--- src/rtl/sync_pkg.sv ---
// Shared defaults, parameter floors and counter sizing for the multi-channel
// synchroniser/debouncer.
package sync_pkg;

   localparam int DEF_WIDTH  = 4;
   localparam int DEF_STAGES = 2;
   localparam int DEF_FILTER = 4;

   localparam int MIN_WIDTH  = 1;
   localparam int MIN_STAGES = 2;
   localparam int MIN_FILTER = 1;

   // Holds counts 0..filter-1; never narrower than one bit.
   function automatic int cnt_width(input int filter);
      return (filter <= 2) ? 1 : $clog2(filter);
   endfunction

endpackage

--- src/rtl/sync_debounce_channel.sv ---
// One channel: STAGES-deep synchroniser, consecutive-cycle filter counter and
// registered rise/fall pulses on each accepted level change.
module debounce_channel
   import sync_pkg::*;
#(
   parameter int   STAGES  = DEF_STAGES,
   parameter int   FILTER  = DEF_FILTER,
   parameter logic RST_BIT = 1'b0
) (
   input  logic clk,
   input  logic rst,
   input  logic ena,
   input  logic din,
   output logic dout,
   output logic rise,
   output logic fall,
   output logic pulse_next
);

   localparam int            CW      = cnt_width(FILTER);
   localparam logic [CW-1:0] CNT_MAX = CW'(FILTER - 1);

   logic [STAGES-1:0] sync_q;
   logic [CW-1:0]     cnt_q, cnt_d;
   logic              dout_d;
   logic              accept;
   logic              synced;
   logic              rise_d, fall_d;

   assign synced = sync_q[STAGES-1];

   always_comb begin
      cnt_d  = cnt_q;
      dout_d = dout;
      accept = 1'b0;
      if (synced == dout) begin
         cnt_d = '0;
      end else if (cnt_q == CNT_MAX) begin
         dout_d = synced;
         cnt_d  = '0;
         accept = 1'b1;
      end else begin
         cnt_d = cnt_q + 1'b1;
      end
   end

   // Pulses are only produced on an enabled edge, so a low ena clears them.
   assign rise_d     = ena & accept & synced;
   assign fall_d     = ena & accept & ~synced;
   assign pulse_next = rise_d | fall_d;

   always_ff @(posedge clk) begin
      if (rst) begin
         sync_q <= {STAGES{RST_BIT}};
         cnt_q  <= '0;
         dout   <= RST_BIT;
         rise   <= 1'b0;
         fall   <= 1'b0;
      end else begin
         rise <= rise_d;
         fall <= fall_d;
         if (ena) begin
            sync_q <= {sync_q[STAGES-2:0], din};
            cnt_q  <= cnt_d;
            dout   <= dout_d;
         end
      end
   end

endmodule

--- src/rtl/sync_debounce.sv ---
// WIDTH independent synchronise-and-debounce channels with per-channel edge
// pulses and a combined registered change flag.
module sync_debounce
   import sync_pkg::*;
#(
   parameter int               WIDTH     = DEF_WIDTH,
   parameter int               STAGES    = DEF_STAGES,
   parameter int               FILTER    = DEF_FILTER,
   parameter logic [WIDTH-1:0] RESET_VAL = '0
) (
   input  logic             clk,
   input  logic             rst,
   input  logic             ena,
   input  logic [WIDTH-1:0] data_in,
   output logic [WIDTH-1:0] data_out,
   output logic [WIDTH-1:0] rise,
   output logic [WIDTH-1:0] fall,
   output logic             changed
);

   if (WIDTH < MIN_WIDTH) begin : g_bad_width
      $error("sync_debounce: WIDTH must be at least %0d", MIN_WIDTH);
   end
   if (STAGES < MIN_STAGES) begin : g_bad_stages
      $error("sync_debounce: STAGES must be at least %0d", MIN_STAGES);
   end
   if (FILTER < MIN_FILTER) begin : g_bad_filter
      $error("sync_debounce: FILTER must be at least %0d", MIN_FILTER);
   end

   logic [WIDTH-1:0] pulse_next;

   for (genvar i = 0; i < WIDTH; i++) begin : g_ch
      debounce_channel #(
         .STAGES (STAGES),
         .FILTER (FILTER),
         .RST_BIT(RESET_VAL[i])
      ) u_ch (
         .clk       (clk),
         .rst       (rst),
         .ena       (ena),
         .din       (data_in[i]),
         .dout      (data_out[i]),
         .rise      (rise[i]),
         .fall      (fall[i]),
         .pulse_next(pulse_next[i])
      );
   end

   // Registered alongside the per-channel pulses so it lines up with them.
   always_ff @(posedge clk) begin
      if (rst) begin
         changed <= 1'b0;
      end else begin
         changed <= |pulse_next;
      end
   end

endmodule

--- config.mk ---
export PLATFORM = sky130hd
export DESIGN_NAME = sync_debounce
export DESIGN_NICKNAME = d
export VERILOG_FILES = /design/src/rtl/sync_pkg.sv /design/src/rtl/sync_debounce_channel.sv /design/src/rtl/sync_debounce.sv
export SDC_FILE = /design/constraint.sdc
export NUM_CORES = 1
export LEC_CHECK = 0
export ABC_AREA = 1
export BUFFER_PORTS_ARGS = -buffer_cell sky130_fd_sc_hd__buf_2
export CAP_MARGIN = 20
export CORE_UTILIZATION = 53
export DETAILED_ROUTE_END_ITERATION = 8
export PLACE_DENSITY = 0.73
export SLEW_MARGIN = 20
export SYNTH_ARGS = -nofsm -noshare
export SYNTH_HDL_FRONTEND = slang
export SYNTH_HIERARCHICAL = 1
export SYNTH_SLANG_ARGS = --single-unit
--- constraint.sdc ---
create_clock -name clk -period 1.25 [get_ports clk]
set_clock_uncertainty 0.05 [all_clocks]
set_input_delay 0.1875 -clock clk [delete_from_list [all_inputs] [get_ports clk]]
set_output_delay 0.1875 -clock clk [all_outputs]
set_load 0.05 [all_outputs]
==> results.md, run 1 <==
* Run status: completed
* Max_cap viols at 0
* Cell Count, Final, Fillers Out at 206
* RR Endpoint: changed
* Cell area after layout at about 1400 um2
* I/O Buffers at 19
* Post-synthesis mux area share at 0%
* Worst r2r src: g_ch[1].u_ch/cnt_q[0]
* Vias at 1063
* Fin. Hold Viols at 0
* Final hold slack at 0.0441 ns
* Yosys reg bits at 29
* Fillers at 178
* Worst-Skew Late Latency at 0.32 ns
* Avg Cell Area, Syn at 7.69 um2
* Ys Warns at 6
* XOR/XNOR Fraction of Synth Area at 0%
* # setup viols final at 0
* Fmax at 0.851 GHz
* Total negative setup slack at 0 ns
* Share of the synthesized area in the top cell type at 49.7%
* CP required at 1.01 ns
* Most common cell after layout, fill and taps aside: inv_1
* Root buffer cell: clkbuf_4
* Worst Setup End Kind: output pin
* Synth Area in Adders at 4.28%
* First-pass GRT wire length at ~3700 um
* Initial antenna violation count at 0
* DR iter-0 viols at 28
* H-tree depth at 2
* Syn_nets at 163
* Period utilisation layout at 94.1%
* Worst hold path class: input pin to flip-flop
* Met3 wire length at about 140 um
* I/O pin count at 20
* Nets at 190
* ANT cells at 0
* Static leakage power at 0.661 nW
* Chip width at 49.0 um
* Hold Path End: g_ch[1].u_ch/sync_q[0]
* Total CTS buffers at 5
* Routed vias/inst at 5.16
* Uppermost routed layer: met4
* Actual slew at the worst max-slew pin at around 0.42 ns
* Crit Path Max Fanout at 4
* Most frequent cells in the layout: 32 x inv_1, 25 x dfxtp_1, 20 x nand2_1, 20 x nand4_1, 19 x buf_2
* Yosys top cell by area: dfxtp_1
* Gate Count Post-Synth at approximately 150
* Synthesized cell area at 1170 um2
* Wl on met1 at 963 um
* Cell variety after synth at 9
* Largest net degree at the start of global routing at 29
* GRT Total Usage at a little over a fifth
* CTS resizes at 0
* Reg2Reg Depth at 5
* Hpwl dp at 1580 um
* Worst R2R Setup Slack at 0.18 ns
* Slew Limit Fails at 0
* RSZ-0062 raised after global routing: false
* Core footprint at 2020 um2
* P&R area growth vs syn at 17.9%
* Slowest stage delay, CP at between 0.3 and 0.4 ns
* CP Cell Sequence: buf_2
* Layout cell share with drive strength beyond 1 at a little under a fifth
* DP Cell Count at 199
* Sequential cell area fraction in the yosys report at 49.7%
* Fin util at 68.1%
* Floorplan row count at 16
* Initial core utilization at 57.8%
* Die ar. at between 2000 and 2500 um2
* Hold Path Depth at 3
* Min cycle time layout at 1.18 ns
* ANT nets after route at 0
* CTS max path bufs at 2
* WP buf/inv at 1
* Worst VDD drop at 0.741 mV
* Crit path max-delay family: flip-flops
* GP Congestion at approximately 0.77
* Slew headroom at 72.1%
* Kind of critical path: flip-flop to output pin
* WL met2 at 1030 um
* DIE HEIGHT at around 49 um
* Synth Area in Simple Gates at 25.1%
* PD cells at 1180 nW/um2
* Clk pin slew, worst setup/hold paths at 0.08 ns
* Post-Route WL at 2160 um
* DRC viols at 0
* Critical hold path startpoint: data_in[1]
* Critical path's slowest cell: dfxtp_2
* Initial DRT Pass Iterations at 4
* Sink Count at 29
* WP data arrival at 0.94 ns
* CP Launch Type: flip-flop
* Dpl cell area at 1320 um2
* Drt wl/cell at 10.5 um
* Number of global-route vias before repair at 897
* Remaining Overflow, GRT at 0
* # Post-CTS Setup Buffers at 0
* Compound-Gate Fraction of Synth Area at 10.7%
* Hold Buf Count CTS at 0
* TritonCTS clock tree: done
* Largest family of logic cells by synthesized area: simple AND/OR/NAND/NOR gates
* Largest cells by area after synthesis: dfxtp_1 50%, nand4_1 11%, inv_1 10%
-- power breakdown --
| part | total (mW) | switching [mW] | internal, mW | leakage [nW] |
|---|---|---|---|---|
| logic | 0.106 | 0.0700 | 0.0364 | 0.391 |
| clock network | 0.556 | 0.291 | 0.265 | 0.0314 |
| registers | 0.963 | 0.0152 | 0.948 | 0.238 |
-- worst min-delay path: stages --
cell and delay [ns]:
buf_2 0.07, nor2_1 0.03, nor2_1 0.09
-- Yosys cell counts --
cell type,n
a21oi_1,13
nand2_1,20
o21ai_0,12
dfxtp_1,29
nand4_1,20
nor2_2,4
ha_1,4
inv_1,32
nor2_1,18
-- per-stage QoR --
stage | total power, mW | setup slack (ns)
finish | 1.63 | 0.0742
detailed placement | 1.09 | 0.200
floorplan | 1.04 | 0.140
CTS | 1.65 | 0.0514
global route | 1.71 | 0.0246
global placement | 1.08 | 0.220
-- layout make-up --
class                      count  area (um2)  area share, %
clock buffer                   7        55.1           4.00
inverter                      32         120           8.72
multi-input combinational     91         468           34.0
sequential                    29         586           42.5
tap                           27        33.8           2.45
timing repair buffer          20         115           8.36
-- cell families after synthesis --
group | Yosys count
buf+inv | 32
compound gates | 25
simple gates | 62
fa+ha+maj | 4
flops | 29
-- registers in the layout, indices dropped and copies added (netlist names) --
signal	count
g_ch.u_ch/sync_q	8
g_ch.u_ch/cnt_q	8
g_ch.u_ch/rise	4
g_ch.u_ch/fall	4
g_ch.u_ch/dout	4
changed	1
-- worst max-delay path by stage --
stage                                     start          end  slack, ns  cells after the start
after floorplan               g_ch[1].u_ch/dout      changed       0.14                      6
after global placement    g_ch[2].u_ch/cnt_q[0]      changed       0.22                      5
after detailed placement  g_ch[1].u_ch/cnt_q[0]      changed       0.20                      5
after CTS                     g_ch[1].u_ch/dout  data_out[1]       0.05                      1
after global routing          g_ch[0].u_ch/dout  data_out[0]       0.02                      1
final                         g_ch[2].u_ch/dout  data_out[2]       0.07                      1
-- per-layer routing --
metal / vias up / global-route usage [%]
li1: 556 / -
met1: 474 / 22.0
met2: 30 / 34.5
met5: - / 0
met3: 3 / 9.97
met4: 0 / 11.3
Note: power is estimated with default switching activity, not from simulation.
==> run 2, diff against run 1 <==
ABC_AREA = default   (was 1)
CORE_UTILIZATION = 54   (was 53)
PLACE_DENSITY = 0.74   (was 0.73)
==> results.md, run 2 <==
* Run status: finished, violations left (was completed)
* Failing checks: setup timing
* Most frequent cells in the layout: 26 x buf_4, 18 x dfxtp_1, 18 x buf_2 (was 32 x inv_1, 25 x dfxtp_1, 20 x nand2_1, 20 x nand4_1, 19 x buf_2)
* Worst R2R Setup Slack at -0.08 ns (was 0.18 ns)
* Sink Count at 29 (unchanged)
* Largest cells by area after synthesis: dfxtp_1 48%, mux2i_1 6.6%, nor4b_1 5.8% (was dfxtp_1 50%, nand4_1 11%, inv_1 10%)
* Total negative setup slack at -0.166 ns (was 0 ns)
* Die ar. at 2440 um2 (was 2400 um2)
* Core footprint at 2040 um2 (was 2020 um2)
* Ys Warns at 6 (unchanged)
* P&R area growth vs syn at 33.9% (was 17.9%)
* PD cells at 1010 nW/um2 (was 1180 nW/um2)
* I/O Buffers at 19 (unchanged)
* Slew Limit Fails at 0 (unchanged)
* ANT cells at 0 (unchanged)
* Worst-Skew Late Latency at 0.32 ns (about the same)
* Fin. Hold Viols at 0 (unchanged)
* Critical hold path startpoint: data_in[3] (was data_in[1])
* Wl on met1 at 1020 um (was 963 um)
* WP data arrival at 1.51 ns (was 0.94 ns)
* Post-synthesis mux area share at 6.61% (was 0%)
* Nets at 170 (was 190)
* # setup viols final at 3 (was 0)
* Synth Area in Adders at 4.13% (was 4.28%)
* CP startpoint: g_ch[0].u_ch/cnt_q[1] (was g_ch[2].u_ch/dout)
* GP Congestion at 0.747 (was 0.774)
* Largest registers: g_ch.u_ch/cnt_q x8, g_ch.u_ch/sync_q x8 (unchanged)
* Compound-Gate Fraction of Synth Area at 10.3% (was 10.7%)
* RSZ-0062 raised after global routing: true (was false)
* Min cycle time layout at 1.33 ns (was 1.18 ns)
* Sequential cell area fraction in the yosys report at 47.9% (was 49.7%)
* Cell Count, Final, Fillers Out at 186 (was 206)
* Period utilisation layout at 106% (was 94.1%)
* FFs w/ async S/R, synth at 0% (unchanged)
* Hold Buf Count CTS at 0 (unchanged)
* Kind of critical path: flip-flop to flip-flop (was flip-flop to output pin)
* H-tree depth at 2 (unchanged)
* Initial DRT Pass Iterations at 4 (unchanged)
* Floorplan row count at 16 (unchanged)
* Yosys reg bits at 29 (unchanged)
* Slew headroom at 70.8% (was 72.1%)
* Final hold slack at 0.0535 ns (was 0.0441 ns)
* Fmax at 0.753 GHz (was 0.851 GHz)
* TritonCTS clock tree: done (unchanged)
* Remaining Overflow, GRT at 0 (unchanged)
* Worst Setup End Kind: flip-flop (was output pin)
* DP Cell Count at 178 (was 199)
* Initial antenna violation count at 0 (unchanged)
* Largest family of logic cells by synthesized area: simple AND/OR/NAND/NOR gates (unchanged)
* CTS max path bufs at 2 (unchanged)
* Worst hold path class: input pin to flip-flop (unchanged)
* Most frequent cells after synthesis: 29 x dfxtp_1, 13 x nor2_1, 8 x mux2i_1, 8 x nand2_1, 8 x nor4b_1 (was 32 x inv_1, 29 x dfxtp_1, 20 x nand2_1, 20 x nand4_1, 18 x nor2_1)
* Overall power at 1.64 mW (was 1.63 mW)
* Static leakage power at 0.664 nW (was 0.661 nW)
* Hpwl dp at 1610 um (was 1580 um)
* CP required at 1.43 ns (was 1.01 ns)
* XOR/XNOR Fraction of Synth Area at 2.89% (was 0%)
* Total CTS buffers at 5 (unchanged)
* Routed vias/inst at 5.35 (was 5.16)
* Share of the synthesized area in the top cell type at 47.9% (was 49.7%)
* DIE HEIGHT at 49.4 um (was 49.0 um)
* Final WS setup at -0.0788 ns (was 0.0742 ns)
* Number of global-route vias before repair at 996 (was 897)
* Most common cell after layout, fill and taps aside: buf_4 (was inv_1)
* Syn_nets at 126 (was 163)
* GRT Total Usage at 24.5% (was 21.0%)
* WL met2 at 1330 um (was 1030 um)
* Uppermost routed layer: met4 (unchanged)
* Drt wl/cell at 13.5 um (was 10.5 um)
* Post-Route WL at 2510 um (was 2160 um)
* Dpl cell area at 1460 um2 (was 1320 um2)
* Gate Count Post-Synth at 115 (was 152)
* Initial core utilization at 59.3% (was 57.8%)
* Fin util at 79.4% (was 68.1%)
* Vias at 995 (was 1063)
* End point of the critical path: g_ch[0].u_ch/cnt_q[0] (was data_out[2])
* Largest net degree at the start of global routing at 27 (was 29)
* Worst VDD drop at 0.847 mV (was 0.741 mV)
* Synth Area in Simple Gates at 20.7% (was 25.1%)
* Cell area after layout at 1620 um2 (was 1380 um2)
* Yosys top cell by area: dfxtp_1 (unchanged)
* Root buffer cell: clkbuf_4 (unchanged)
* Avg Cell Area, Syn at 10.5 um2 (was 7.69 um2)
* Most frequent cell after synthesis: dfxtp_1 (was inv_1)
* DR iter-0 viols at 9 (was 28)
* Chip width at 49.4 um (was 49.0 um)
* Crit Path Max Fanout at 3 (was 4)
* I/O pin count at 20 (unchanged)
* Max_cap viols at 0 (unchanged)
* Layout cell share with drive strength beyond 1 at 50.9% (was 19.0%)
* DRC viols at 0 (unchanged)
* Reg2Reg Depth at 3 (was 5)
* DP Worst Slack at -0.0749 ns (was 0.200 ns)
* Main synth FF type: dfxtp_1 (unchanged)
* Clk pin slew, worst setup/hold paths at 0.08 ns (about the same)
* CP Launch Type: flip-flop (unchanged)
* RR Endpoint: g_ch[0].u_ch/cnt_q[0] (was changed)
* Cell variety after synth at 18 (was 9)
* ANT nets after route at 0 (unchanged)
* Synthesized cell area at 1210 um2 (was 1170 um2)
* Number of enable flip-flop cells after synthesis at 0 (unchanged)
* Actual slew at the worst max-slew pin at 0.437 ns (was 0.419 ns)
* Worst r2r src: g_ch[0].u_ch/cnt_q[1] (was g_ch[1].u_ch/cnt_q[0])
* Met3 wire length at 103 um (was 136 um)
* First-pass GRT wire length at 4370 um (was 3730 um)
run 2: cell count changes in the layout (fill, tap and decap cells not counted), sizes merged, moves of 9 or more:
| cell | delta |
|---|---|
| nand4 | -20 |
| nor2 | -9 |
| o21ai | -12 |
| inv | -28 |
| nand2 | -12 |
| buf | +24 |
| a21oi | -9 |
run 2: cell families (layout without fill, tap and decap cells):
family,Yosys count,in the layout
AND/OR/NAND/NOR,42,42
flip-flops,29,29
AO/OA/AOI/OAI,16,16
buffers and inverters,12,56
multiplexers,8,8
adder cells (fa/ha/maj),4,4
XOR/XNOR,4,4
run 2: report_power, final:
group	internal [mW]	switching, mW	total, mW
Combinational	0.0682	0.0682	0.136
Sequential	0.937	0.00977	0.947
Clock	0.265	0.295	0.560
Total	1.27	0.373	1.64
run 2: layer usage:
| metal | vias up | global-route usage, % |
|---|---|---|
| met3 | 11 | 9.35 |
| met2 | 20 | 45.0 |
| li1 | 501 | - |
| met1 | 463 | 24.7 |
| met4 | 0 | 8.82 |
| met5 | - | 0 |
run 2: worst min-delay path by stage:
stage,to,slack [ns],cells after the start
3_5_place_dp,g_ch[3].u_ch/sync_q[0],0.38,3
4_1_cts,g_ch[3].u_ch/sync_q[0],0.05,3
6_report,g_ch[3].u_ch/sync_q[0],0.05,3
2_1_floorplan,changed,0.21,1
5_1_grt,g_ch[3].u_ch/sync_q[0],0.06,3
3_3_place_gp,g_ch[1].u_ch/sync_q[0],0.37,3
run 2: timing repair:
action / in CTS / in global routing
endpoints found under the setup margin: 5 / 9
setup buffers: 1 / 0
pin swaps: 2 / 6
resized for setup: 10 / 13
run 2: critical path: stages, from the launching register on:
cell and delay, ns:
dfxtp_2 0.34, ha_4 0.16, or4b_4 0.55, o32ai_4 0.13
run 2: area by class of cell:
type | count | area (um2)
well taps | 27 | 33.8
repair buffers | 45 | 293
flip-flops and latches | 29 | 594
fillers | 144 | 420
inverters | 4 | 15.0
clock buffers | 7 | 55.1
multi-input cells | 74 | 631
